**src/rtl/vga_fb_scanout.sv**
```systemverilog
// Wishbone read-master framebuffer scanout: prefetches 1bpp words into a FIFO and
// serialises them MSB-first onto pixel_o alongside registered VGA sync timing.
module vga_fb_scanout #(
  parameter int H_ACTIVE   = 1024,
  parameter int H_FP       = 24,
  parameter int H_SYNC     = 136,
  parameter int H_BP       = 160,
  parameter int V_ACTIVE   = 768,
  parameter int V_FP       = 3,
  parameter int V_SYNC     = 6,
  parameter int V_BP       = 29,
  parameter int FIFO_DEPTH = 16
) (
  input  logic        wb_clk_i,
  input  logic        wb_rst_ni,
  input  logic        enable_i,
  input  logic [31:0] fb_base_i,
  output logic [31:0] wb_adr_o,
  output logic [3:0]  wb_sel_o,
  output logic        wb_we_o,
  output logic        wb_cyc_o,
  output logic        wb_stb_o,
  input  logic [31:0] wb_dat_i,
  input  logic        wb_ack_i,
  input  logic        wb_err_i,
  output logic        hsync_o,
  output logic        vsync_o,
  output logic        pixel_o,
  output logic        frame_o,
  output logic        underflow_o,
  output logic        bus_err_o
);

  localparam int H_TOTAL = H_ACTIVE + H_FP + H_SYNC + H_BP;
  localparam int V_TOTAL = V_ACTIVE + V_FP + V_SYNC + V_BP;
  localparam int HW      = $clog2(H_TOTAL);
  localparam int VW      = $clog2(V_TOTAL);
  localparam int WORDS   = H_ACTIVE * V_ACTIVE / 32;
  localparam int WCW     = $clog2(WORDS + 1);
  localparam int AW      = $clog2(FIFO_DEPTH);
  localparam logic [31:0] HS_BEG = 32'(H_ACTIVE + H_FP);
  localparam logic [31:0] HS_END = 32'(H_ACTIVE + H_FP + H_SYNC);
  localparam logic [31:0] VS_BEG = 32'(V_ACTIVE + V_FP);
  localparam logic [31:0] VS_END = 32'(V_ACTIVE + V_FP + V_SYNC);

  typedef enum logic {IDLE = 1'b0, REQ = 1'b1} state_t;

  // Reset asserts asynchronously but releases on a clock edge.
  logic [1:0] rst_sync;
  logic       rst_n;

  always_ff @(posedge wb_clk_i or negedge wb_rst_ni) begin
    if (!wb_rst_ni) rst_sync <= 2'b00;
    else            rst_sync <= {rst_sync[0], 1'b1};
  end
  assign rst_n = rst_sync[1];

  logic [HW-1:0] h_cnt;
  logic [VW-1:0] v_cnt;
  logic          h_last, v_last, frame_start, active, pop_slot, hs_on, vs_on;

  assign h_last      = (h_cnt == HW'(H_TOTAL - 1));
  assign v_last      = (v_cnt == VW'(V_TOTAL - 1));
  assign frame_start = (h_cnt == '0) && (v_cnt == VW'(V_ACTIVE));
  assign active      = (h_cnt < HW'(H_ACTIVE)) && (v_cnt < VW'(V_ACTIVE));
  assign pop_slot    = active && (h_cnt[4:0] == 5'd0);
  assign hs_on       = (32'(h_cnt) >= HS_BEG) && (32'(h_cnt) < HS_END);
  assign vs_on       = (32'(v_cnt) >= VS_BEG) && (32'(v_cnt) < VS_END);

  always_ff @(posedge wb_clk_i or negedge rst_n) begin
    if (!rst_n) begin
      h_cnt <= '0;
      v_cnt <= '0;
    end else if (h_last) begin
      h_cnt <= '0;
      v_cnt <= v_last ? '0 : v_cnt + 1'b1;
    end else begin
      h_cnt <= h_cnt + 1'b1;
    end
  end

  // Fetch side: single classic read cycles into the word FIFO
  state_t         state, state_nx;
  logic           en_lat, discard, done, accept, room, more;
  logic [31:0]    fetch_addr;
  logic [WCW-1:0] word_cnt;
  logic [AW:0]    fifo_cnt;
  logic [AW-1:0]  wr_ptr, rd_ptr;
  logic [31:0]    fifo_mem [FIFO_DEPTH];
  logic           push, pop, fifo_empty;
  logic [31:0]    push_data, load_word, shreg;

  assign done       = wb_ack_i || wb_err_i;
  assign room       = fifo_cnt < (AW+1)'(FIFO_DEPTH);
  assign more       = word_cnt < WCW'(WORDS);
  assign accept     = (state == REQ) && done && !discard && !frame_start;
  assign push       = accept;
  assign push_data  = wb_err_i ? 32'h0 : wb_dat_i;
  assign fifo_empty = (fifo_cnt == '0);
  assign pop        = pop_slot && en_lat && !fifo_empty;
  assign load_word  = pop ? fifo_mem[rd_ptr] : 32'h0;

  assign wb_adr_o = fetch_addr;
  assign wb_sel_o = 4'hF;
  assign wb_we_o  = 1'b0;

  always_comb begin
    state_nx = state;
    wb_cyc_o = 1'b0;
    wb_stb_o = 1'b0;
    case (state)
      IDLE: if (en_lat && room && more && !frame_start) state_nx = REQ;
      REQ: begin
        wb_cyc_o = 1'b1;
        wb_stb_o = 1'b1;
        if (done) state_nx = IDLE;
      end
    endcase
  end

  always_ff @(posedge wb_clk_i or negedge rst_n) begin
    if (!rst_n) begin
      state       <= IDLE;
      en_lat      <= 1'b0;
      fetch_addr  <= '0;
      word_cnt    <= '0;
      discard     <= 1'b0;
      underflow_o <= 1'b0;
      bus_err_o   <= 1'b0;
    end else begin
      state <= state_nx;
      if (frame_start) begin
        en_lat      <= enable_i;
        fetch_addr  <= fb_base_i;
        word_cnt    <= '0;
        // A cycle still in flight belongs to the old frame; let it finish, drop its data.
        discard     <= (state == REQ) && !done;
        underflow_o <= 1'b0;
        bus_err_o   <= 1'b0;
      end else begin
        if ((state == REQ) && done) discard <= 1'b0;
        if (accept) begin
          fetch_addr <= fetch_addr + 32'd4;
          word_cnt   <= word_cnt + 1'b1;
          if (wb_err_i) bus_err_o <= 1'b1;
        end
        if (pop_slot && en_lat && fifo_empty) underflow_o <= 1'b1;
      end
    end
  end

  always_ff @(posedge wb_clk_i or negedge rst_n) begin
    if (!rst_n) begin
      wr_ptr   <= '0;
      rd_ptr   <= '0;
      fifo_cnt <= '0;
    end else if (frame_start) begin
      wr_ptr   <= '0;
      rd_ptr   <= '0;
      fifo_cnt <= '0;
    end else begin
      if (push) wr_ptr <= wr_ptr + 1'b1;
      if (pop)  rd_ptr <= rd_ptr + 1'b1;
      case ({push, pop})
        2'b10:   fifo_cnt <= fifo_cnt + 1'b1;
        2'b01:   fifo_cnt <= fifo_cnt - 1'b1;
        default: fifo_cnt <= fifo_cnt;
      endcase
    end
  end

  always_ff @(posedge wb_clk_i) begin
    if (push) fifo_mem[wr_ptr] <= push_data;
  end

  // Video output stage: everything here is one cycle behind (h_cnt, v_cnt)
  always_ff @(posedge wb_clk_i) begin
    if (pop_slot) shreg <= {load_word[30:0], 1'b0};
    else          shreg <= {shreg[30:0], 1'b0};
  end

  always_ff @(posedge wb_clk_i or negedge rst_n) begin
    if (!rst_n) begin
      hsync_o <= 1'b1;
      vsync_o <= 1'b1;
      frame_o <= 1'b0;
      pixel_o <= 1'b0;
    end else begin
      hsync_o <= !hs_on;
      vsync_o <= !vs_on;
      frame_o <= frame_start;
      if (!active)       pixel_o <= 1'b0;
      else if (pop_slot) pixel_o <= load_word[31];
      else               pixel_o <= shreg[31] && en_lat;
    end
  end

endmodule

```
**config.mk**
```make
export PLATFORM = sky130hd
export DESIGN_NAME = vga_fb_scanout
export DESIGN_NICKNAME = d
export VERILOG_FILES = /design/src/rtl/vga_fb_scanout.sv
export SDC_FILE = /design/constraint.sdc
export NUM_CORES = 1
export LEC_CHECK = 0
export BUFFER_PORTS_ARGS = -buffer_cell sky130_fd_sc_hd__buf_2
export CAP_MARGIN = 20
export CORE_ASPECT_RATIO = 1.25
export CORE_MARGIN = 2
export CORE_UTILIZATION = 40
export CTS_BUF_LIST = sky130_fd_sc_hd__clkbuf_8 sky130_fd_sc_hd__clkbuf_16
export DETAILED_ROUTE_END_ITERATION = 12
export HOLD_SLACK_MARGIN = 0.12
export PLACE_DENSITY = 0.53
export SYNTH_ARGS = -nofsm -noshare
export SYNTH_HDL_FRONTEND = slang
export SYNTH_SLANG_ARGS = --single-unit
```
**constraint.sdc**
```tcl
create_clock -name wb_clk_i -period 8.2 [get_ports wb_clk_i]
set_input_delay 0.41 -clock wb_clk_i [delete_from_list [all_inputs] [get_ports wb_clk_i]]
set_output_delay 0.41 -clock wb_clk_i [all_outputs]
set_load 0.01 [all_outputs]
```
# Word-level counts from Yosys, hierarchy flattened
# Memory sizes are Yosys's and may differ from the RTL's.
# Cells that the tools add are included.
# Widths: inputs -> output; s select.
[word_totals]
reg_bits = 124
latch_bits = 0
mem_bits_rw = 512
mem_bits_ro = 0
inputBits = 69
output_inout_bits = 45
wordCells = 104
mem_count = 1
[memory_table]
columns = ["name", "words", "word_bits", "rd", "rd_ports_with_merged_regs", "write_ports", "line_no", "rtl"]
rows = [
  ["fifo_mem", 16, 32, 1, 0, 1, "89", "logic [31:0] fifo_mem [FIFO_DEPTH];"],
]
[op_classes]
addsub = 8
n_mul = 0
n_div = 0
order_cmp = 8
n_eq_ne = 5
shifts = 0
n_mux = 30
bitwise = 1
reduce_logical = 33
[ops]
columns = ["op", "n"]
rows = [
  ["$mux 32", 5],
  ["$add 32x3->32 const B", 1],
  ["$mux 15", 2],
  ["$lt 11x11->1 const B", 2],
  ["$eq 10x10->1 const B", 2],
  ["$lt 10x10->1 const B", 2],
  ["$logic_and 1x1->1", 16],
  ["$mux 4", 4],
  ["$add 15x1->15 const B", 1],
  ["$lt 15x15->1 const B", 1],
  ["$mux 1", 14],
  ["$add 11x1->11 const B", 1],
  ["$eq 11x11->1 const B", 1],
  ["$ge 11x11->1 const B", 1],
  ["$logic_not 11->1", 1],
  ["$mux 11", 1],
  ["$add 10x1->10 const B", 1],
  ["$ge 10x10->1 const B", 1],
  ["$logic_not 5->1", 2],
  ["$mux 10", 1],
  ["$pmux 5 s2", 1],
  ["$reduce_bool 2->1", 5],
  ["$add 4x1->4 const B", 2],
  ["$logic_not 1->1", 6],
  ["11 further kinds", 11],
]

# Logic depth before layout (Yosys ltp)
# Gate-level depths: netlist of run 1.
[logic_depth]
ltp_word = 8
mapped_depth = 14

# Worst setup path after synthesis of run 1
# No wires, ideal clock.
[synth_timing]
path_type = "register to register"
start = "register h_cnt[0]"
end = "memory fifo_mem[0][0], enable pin"
setup_ps = 392
t_arrival_ps = 2298
t_required_ps = 7808
slack_ps = 5510
path_stages_with_launch = 9
n_path_buf = 1
period_less_slack_ps = 2690
cell_sequence = "dfrtp_1 -> inv_1 -> ha_1 -> nor4b_1 -> nor2b_1 -> and4_1 -> buf_2 -> nor4_1 -> and2_1"
[synth_between]
elab_chain_cells = 6
[synth_lines]
columns = ["item", "line_no", "rtl"]
rows = [
  ["from (decl)", "58", "logic [HW-1:0] h_cnt;"],
  ["from (signal assigned)", "78", "h_cnt <= h_cnt + 1'b1;"],
  ["$logic_not 11->1", "64", "assign frame_start = (h_cnt == '0) && (v_cnt == VW'(V_ACTIVE));"],
  ["$logic_and 1x1->1", "64", ""],
  ["$logic_not 1->1", "96", "assign accept = (state == REQ) && done && !discard && !frame_start;"],
  ["$logic_and 1x1->1", "96", ""],
  ["$mux 1", "173", "if (push) fifo_mem[wr_ptr] <= push_data;"],
  ["$mux 1 (implied by the code)", "173", ""],
  ["to (decl)", "89", ""],
]
# Every way passes these cells.

# Worst setup path in the final report of run 1
[layout_timing]
start = "register h_cnt[0]"
end = "register fifo_cnt[4]"
[layout_between]
elab_chain_cells = 8
elab_cells_between_ends = 15
[layout_lines]
columns = ["item", "line_no", "rtl"]
rows = [
  ["$lt 11x11->1", "65", "assign active = (h_cnt < HW'(H_ACTIVE)) && (v_cnt < VW'(V_ACTIVE));"],
  ["$logic_and 1x1->1", "65", ""],
  ["$logic_and 1x1->1", "66", "assign pop_slot = active && (h_cnt[4:0] == 5'd0);"],
  ["$logic_and 1x1->1 (2 in series)", "100", "assign pop = pop_slot && en_lat && !fifo_empty;"],
  ["$eq 2x1->1 / $eq 2x2->1 (equally long branches)", "164", "case ({push, pop})"],
  ["$pmux 5 s2", "164", ""],
  ["$mux 5", "157", "end else if (frame_start) begin"],
  ["to (signal assigned)", "165", "2'b10: fifo_cnt <= fifo_cnt + 1'b1;"],
  ["to (signal assigned)", "166", "2'b01: fifo_cnt <= fifo_cnt - 1'b1;"],
  ["to (signal assigned)", "167", "default: fifo_cnt <= fifo_cnt;"],
  ["to (decl)", "87", "logic [AW:0] fifo_cnt;"],
]
# Several ways; a longest one is shown, not always the timed one.
# A chain may end at the register's enable or synchronous reset.

==> run_results.csv, run 1 <==
group,metric,value,unit
outcome,status,"completed",
hold_path,hold_end,"state$_DFF_PN0_",
setup_path,worstRegToRegCells,15,
final_layout,design_area,0.0294,mm2
detailed_routing,wl_met3,2280,um
sta,drv_slew,0,
final_layout,fill_cells,5255,
power,combPwrFrac,15.3,%
setup_path,critPathArrivalTime,3.84,ns
power,power_density,283,mW/mm2
clock_network,post_cts_buffers,0,
detailed_routing,initialDrtViolationCount,870,
detailed_routing,vias,12800,
detailed_routing,drt_wl_total,54500,um
final_layout,areaGrowthSynthToFinish,16.3,%
detailed_routing,wl_met2,27700,um
grt,antenna_found_initial,1,
hold_path,hold_path_depth,3,
detailed_routing,drc,0,
detailed_routing,first_pass_iters,5,
die,ios,114,
die,core_area,0.0622,mm2
grt,grt_max_degree,70,
place,place_area,0.0267,mm2
logic_synthesis,ys_types,51,
clock_network,clk_pin_slew_worst_paths,0.06,ns
logic_synthesis,synth_seq_cells,635,
sta,period_needed,3.37,ns
clock_network,cts_htree_levels,3,
sta,worst_slew_pin_slew,1.18,ns
sta,rsz0062_at_grt,"no",
final_layout,drive_gt1_share,26.8,%
final_layout,diodes,0,
clock_network,root_buffer,"clkbuf_16",
sta,setup_tns,0,ns
detailed_routing,wl_per_cell,22.6,um
hold_path,holdCritStartpoint,"wb_ack_i",
place,place.port_buffers,108,
setup_path,crit_path_start_kind,"flop",
clock_network,numCtsBuffers,67,
clock_network,cts_buffer_depth,3,
setup_path,required,8.66,ns
final_layout,finalNetCount,1612,
job,max-cap-violations,0,
setup_path,crit_path_end_kind,"flop",
logic_synthesis,yosysWarnings,0,
logic_synthesis,ys_seq_area_share,72.5,%
logic_synthesis,syn_area,0.0252,mm2
hold_path,hold_class,"in2reg",
die,start_util,40.6,%
power,cell_internal_pwr,6.23,mW
detailed_routing,viasPerCell,5.30,
sta,final.setup_skew,0.0286,ns
grt,grt_pass1_wl,84300,um
grt,overflow,0,
detailed_routing,top_layer,"met4",
die,die_area,0.0651,mm2
grt,grt.total_usage,17.1,%
sta,fmax,0.296,GHz
die,die_h,285,um
clock_network,clk_latency,0.60,ns
place,hpwl,29500,um
die,num_rows,102,
sta,max-slew-margin-rel,21.1,%
setup_path,critical_path_class,"reg2reg",
setup_path,ff2ff_setup_slack,4.83,ns
setup_path,rr_endpoint,"fifo_cnt[4]$_DFFE_PN0P_",
power,power_switching,2.08,mW
detailed_routing,final_antenna_net_count,0,
logic_synthesis,synth-edff-count,512,
place,place.gp.congestion,0.780,
sta,period_share,41.2,%
sta,hold_viol_final,0,
clock_network,clock-sinks,635,
die,die_x,229,um
grt,first_global_vias,13500,
power,p_leak,10.3,nW
detailed_routing,wl_met1,23500,um
power,power.share.clock,36.5,%
power,ir_drop,0.000138,V
power,power_switching_share,25.0,%
setup_path,critPathMaxFanout,38,
logic_synthesis,synthArstFlopShare,14.5,%
logic_synthesis,syn_area_per_cell,18.7,um2
logic_synthesis,synth_ff_type,"edfxtp_1",
sta,setup_viol,0,
logic_synthesis,netlist_instances,1351,
setup_path,r2r-start,"h_cnt[0]$_DFF_PN0_",
clock_network,cts_tree,"done",
power,seqPwrFrac,48.1,%
flip-flops by register name (all words and copies together), names as in the netlist:
register     cells
fifo_mem       512
rst_sync         2
fifo_cnt         5
en_lat           1
vsync_o          1
wr_ptr           4
h_cnt           11
state            1
word_cnt        15
bus_err_o        1
underflow_o      1
discard          1
pixel_o          1
shreg           31
wb_adr_o        32
hsync_o          1
frame_o          1
v_cnt           10
rd_ptr           4
what timing repair did:
action                    4_1_cts  5_1_grt
resized for setup               0        0
hold endpoints to repair       35        0
hold buffers                   35        0
cell families after synthesis:
family | after synthesis | synth area share (%)
compound gates | 101 | 2.64
xor+xnor | 64 | 2.22
fa+ha+maj | 15 | 0.743
buf+inv | 87 | 1.77
flops | 635 | 72.5
mux | 162 | 14.4
other cells | 2 | 0.0298
simple gates | 285 | 5.75
worst max-delay path, stage by stage, from the launching register on:
cell	delay, ns
dfrtp_1	0.41
inv_1	0.07
ha_1	0.13
nor4b_1	0.33
nand2_1	0.11
buf_4	0.31
nor3_2	0.15
buf_4	0.49
nand2_1	0.16
inv_2	0.16
xor2_1	0.16
ha_1	0.21
o21ai_0	0.10
a32oi_1	0.22
xor2_1	0.16
nor2_1	0.05
how the worst max path moves through the flow:
stage / cells after the start / end / start
final: 15 / fifo_cnt[4]$_DFFE_PN0P_ / h_cnt[0]$_DFF_PN0_
after global placement: 7 / fifo_mem[12][8]$_DFFE_PP_ / wb_err_i
after detailed placement: 7 / fifo_mem[12][8]$_DFFE_PP_ / wb_err_i
after floorplan: 0 / bus_err_o$_DFFE_PN0P_ / rst_sync[1]$_DFF_PN0_
after CTS: 15 / fifo_cnt[4]$_DFFE_PN0P_ / h_cnt[0]$_DFF_PN0_
after global routing: 15 / fifo_cnt[4]$_DFFE_PN0P_ / h_cnt[0]$_DFF_PN0_
synth_stat cells, drive strengths merged (3+ instances only):
library cell    n  area share (%)
a21oi          42            0.83
a22o           31             1.1
a31oi           3           0.074
and2           19            0.47
and3           14            0.35
and4            7            0.24
buf            33            0.97
clkbuf         38            0.57
dfrtp          90             8.9
dfxtp          31             2.5
edfxtp        512              61
ha             15            0.74
inv            16            0.24
mux4          160              14
nand2          45            0.67
nand3          29            0.57
nand4          19            0.47
nor2           85             1.3
nor2b          36            0.89
nor3           11            0.22
nor4            3            0.12
o21ai          13            0.26
or3             6            0.15
xnor2          32             1.1
xor2           32             1.1
metal layers:
metal / up-vias / GRT usage, %
met4: 0 / 5.13
met1: 6761 / 22.4
li1: 5696 / -
met2: 274 / 29.3
met5: - / 0
met3: 62 / 2.74
layout by cell type, fill, tap and decap left out, types with 4 or more instances in the layout:
cell / n
o21ai_0: 12
or3_1: 6
buf_12: 4
nor2_1: 85
and2_2: 12
clkbuf_8: 10
and2_1: 6
a22o_1: 31
dlygate4sd3_1: 35
clkbuf_16: 67
dfxtp_1: 31
nand4_1: 19
xor2_1: 32
buf_2: 108
dfrtp_1: 85
ha_1: 15
inv_6: 4
buf_4: 28
nand3_1: 29
a21oi_1: 42
clkinv_1: 7
conb_1: 6
inv_1: 33
nand2_1: 45
clkinv_2: 6
nor3_1: 10
and3_1: 14
edfxtp_1: 512
nor2b_1: 36
and4_2: 4
mux4_2: 160
bufinv_16: 7
xnor2_1: 32
through the flow:
stage | cells | util [%] | power (mW) | hold slack [ns] | setup slack (ns)
3_3_place_gp | 2245 | 42.9 | 5.33 | 0.195 | 4.82
4_1_cts | 2406 | 47.1 | 8.44 | 0.171 | 4.80
3_5_place_dp | 2249 | 43.0 | 5.37 | 0.201 | 4.74
6_report | 2413 | 47.2 | 8.31 | 0.202 | 4.83
5_1_grt | 2413 | 47.2 | 8.69 | 0.211 | 4.47
2_1_floorplan | 1355 | - | 4.96 | 0.114 | 5.45
power groups by stage:
| stage | sequential [mW] | combinational (mW) | clock (mW) |
|---|---|---|---|
| 3_5_place_dp | 4.07 | 1.30 | 0 |
| 6_report | 4.00 | 1.27 | 3.03 |
| 4_1_cts | 4.01 | 1.31 | 3.12 |
| 5_1_grt | 4.04 | 1.39 | 3.26 |
| 2_1_floorplan | 3.97 | 0.993 | 0 |
| 3_3_place_gp | 4.06 | 1.27 | 0 |
layout make-up:
cell class,count,area (um2),area share [%]
clock inverter,45,409,1.39
tap,832,1040,3.55
inverter,16,60.1,0.205
clock buffer,77,1810,6.18
multi-input combinational,633,6540,22.3
sequential,635,18300,62.4
timing repair buffer,175,1180,4.02
No activity file was read; power rests on OpenSTA's default activity.
==> run 2, diff against run 1 <==
ABC_AREA = 1   (was unset)
PLACE_DENSITY = 0.55   (was 0.53)
clock period = 2.8 ns   (was 8.2 ns; I/O delays follow)
==> run 2 against run 1 <==
Non-clock buffer count up 113. Hold slack worse by 0.050 ns. Sequential share of layout area down 4.9 points. Routed wire length up 33%. Critical path depth down 4. Highest routed layer unchanged. Largest cell class unchanged. Register-to-register slack worse by 4.7 ns. Worst setup slack worse by 4.7 ns. Clock skew down 0.0043 ns. Global-route usage up 4.0 points. Cell area up 8.5%. Sequential power rose to 2.6 times the previous value.
==> run_results.csv, run 2 <==
group,metric,value,unit
detailed_routing,viasPerCell,5.39,
logic_synthesis,synthTopCellsByCount,"nand2_1 (585), edfxtp_1 (512), a21oi_1 (264)",
final_layout,final-seq-area,0.0183,mm2
sta,max-slew-margin-rel,21.9,%
setup_path,slowest_delay,0.97,ns
clock_network,cts_buffer_depth,3,
final_layout,drive_gt1_share,15.6,%
power,cell_internal_pwr,15.7,mW
place,hpwl,41200,um
detailed_routing,initialDrtViolationCount,1722,
logic_synthesis,synth_seq_cells,635,
die,num_rows,105,
hold_path,hold_class,"in2reg",
setup_path,crit_path_end_kind,"flop",
sta,setup_tns,0,ns
clock_network,cts_htree_levels,3,
final_layout,fill_cells,5888,
logic_synthesis,synth-edff-count,512,
final_layout,multi_input_area,0.00728,mm2
power,power.share.clock,46.3,%
grt,overflow,0,
power,seqPwrFrac,52.1,%
sta,worst_slew_pin_slew,1.17,ns
setup_path,required,3.02,ns
final_layout,layout_common_cells,"nand2_1 (585), edfxtp_1 (512), a21oi_1 (264)",
logic_synthesis,ys_types,56,
final_layout,diodes,0,
die,die_x,234,um
setup_path,crit_path_start_kind,"flop",
place,place.port_buffers,108,
detailed_routing,drt_wl_total,72500,um
logic_synthesis,synth.area.top_cells,"edfxtp_1 (58%), dfrtp_1 (8.5%), nand2_1 (8.3%), a21oi_1 (5.0%), dfxtp_1 (2.3%)",
place,dp_slack,-0.0149,ns
logic_synthesis,synth_top_area_share,57.9,%
sta,final.setup.worst_slack,0.148,ns
grt,grt_pass1_wl,110000,um
die,start_util,40.4,%
grt,grt.total_usage,21.1,%
setup_path,path_buf_inv,3,
setup_path,cp_cell_sequence,"inv_1 > ha_1 > inv_1 > nor2_1 > nand2_1 > nor2_1 > nand3_2 > nand2_8 > inv_2 > nand2_1 > nor2_2",
die,core_area,0.0657,mm2
clock_network,clk_pin_slew_worst_paths,0.06,ns
final_layout,areaGrowthSynthToFinish,19.9,%
power,power_switching,3.98,mW
final_layout,final_util,48.5,%
sta,period_share,94.7,%
sta,rsz0062_at_grt,"no",
setup_path,critical_path_class,"reg2reg",
clock_network,root_buffer,"clkbuf_16",
detailed_routing,first_pass_iters,5,
outcome,status,"completed",
power,power_density,617,mW/mm2
final_layout,layout_commonest_cell,"nand2_1",
setup_path,critPathMaxFanout,12,
detailed_routing,vias,18600,
setup_path,path_delay_family,"simple AND/OR/NAND/NOR gates",
job,max-cap-violations,0,
detailed_routing,wl_per_cell,21.0,um
final_layout,finalNetCount,2620,
detailed_routing,final_antenna_net_count,0,
logic_synthesis,synth.most_common_cell,"nand2_1",
setup_path,critPathArrivalTime,2.87,ns
logic_synthesis,syn_area,0.0266,mm2
sta,setup_viol,0,
logic_synthesis,synth_ff_type,"edfxtp_1",
grt,grt_max_degree,112,
logic_synthesis,yosysWarnings,0,
setup_path,cpMaxStageDelayCell,"nor2_2",
clock_network,clk_latency,0.62,ns
grt,antenna_found_initial,0,
detailed_routing,drc,0,
final_layout,regMostFlops,"fifo_mem",
sta,hold_viol_final,0,
logic_synthesis,yosys.area.top_type,"edfxtp_1",
final_layout,largest_register_ffs,512,
sta,final.setup_skew,0.0243,ns
power,power.total,19.6,mW
grt,first_global_vias,18300,
clock_network,cts_tree,"done",
die,die_area,0.0685,mm2
clock_network,numCtsBuffers,67,
die,ios,114,
power,combPwrFrac,1.7,%
place,place.gp.congestion,0.868,
logic_synthesis,netlist_instances,2308,
power,p_leak,11.8,nW
power,power_switching_share,20.3,%
power,ir_drop,0.000548,V
logic_synthesis,ys_seq_area_share,68.9,%
sta,fmax,0.377,GHz
sta,holdWs,0.153,ns
sta,period_needed,2.65,ns
sta,drv_slew,0,
clock_network,clock-sinks,635,
logic_synthesis,syn_area_per_cell,11.5,um2
die,die_h,292,um
logic_synthesis,synthArstFlopShare,14.5,%
run 2: changes by cell type after synthesis, sizes merged, moves of 44 or more:
cell   change
nand3     +76
nand2    +546
inv      +110
o21ai     +44
a22oi     +61
a21oi    +222
mux4     -160
run 2: area by class of cell:
class | count | area share [%]
clock inverters | 44 | 1.36
well taps | 856 | 3.36
flip-flops and latches | 635 | 57.5
multi-input cells | 1413 | 22.9
clock buffers | 80 | 5.83
repair buffers | 288 | 7.48
inverters | 131 | 1.58
run 2: power groups by stage:
stage          Combinational [mW]  Clock [mW]  Sequential, mW
2_1_floorplan              0.0972           0            10.4
3_3_place_gp                0.254           0            10.4
3_5_place_dp                0.261           0            10.4
4_1_cts                     0.328        9.28            10.2
5_1_grt                     0.360        9.60            10.2
6_report                    0.327        9.09            10.2
run 2: layer usage:
layer	track usage (%)	up-vias	part of all wire, %	wire, um
met5	0	-	0	0
met2	35.5	482	50	36400
met4	7.15	0	2.6	1900
met1	28.3	9348	43	30900
li1	-	8653	-	-
met3	2.34	107	4.6	3310
run 2: what timing repair did:
| item | in CTS | in global routing |
|---|---|---|
| endpoints found under the setup margin | 14 | 53 |
| buffers inserted | 0 | 27 |
| gates cloned | 1 | 2 |
| gates resized for setup | 1 | 0 |
| pin swaps | 1 | 5 |
| hold buffers | 62 | 1 |
| endpoints found under the hold margin | 417 | 16 |
run 2: through the flow:
stage / cells / cell area, um2
final: 3447 / 31800
after global routing: 3447 / 31800
after CTS: 3413 / 31500
after detailed placement: 3226 / 28600
after global placement: 3222 / 28500
after floorplan: 2312 / 26600
run 2: final timing paths:
| check | start | end | slack (ns) | cells past startpoint |
|---|---|---|---|---|
| setup / recovery | v_cnt[0]$_DFFE_PN0N_ | fifo_mem[8][8]$_DFFE_PP_ | 0.15 | 11 |
| min in group asynchronous | wb_rst_ni | rst_sync[1]$_DFF_PN0_ | 0.37 | 3 |
| setup reg to reg | v_cnt[0]$_DFFE_PN0N_ | fifo_mem[8][8]$_DFFE_PP_ | 0.15 | 11 |
| hold / removal | wb_dat_i[31] | fifo_mem[5][31]$_DFFE_PP_ | 0.15 | 3 |
| max in group asynchronous | rst_sync[1]$_DFF_PN0_ | vsync_o$_DFF_PN1_ | 1.65 | 1 |
| hold reg to reg | rst_sync[0]$_DFF_PN0_ | rst_sync[1]$_DFF_PN0_ | 0.35 | 0 |
run 2: logic make-up after synthesis:
kind of cell,synth area share [%]
AOI/OAI and AO/OA,11.0
adders and majority gates,0.707
and+or+nand+nor,14.0
xor gates and xnor gates,1.02
other,0.0283
buffers and inverters,4.22
DFF,68.9
run 2: worst reg2reg max path, delay by kind of cell, from the launching register on:
| family | cells | cell delay, ns |
|---|---|---|
| and+or+nand+nor | 7 | 1.52 |
| buffers and inverters | 3 | 0.20 |
| adders and majority gates | 1 | 0.19 |
| DFF | 1 | 0.34 |
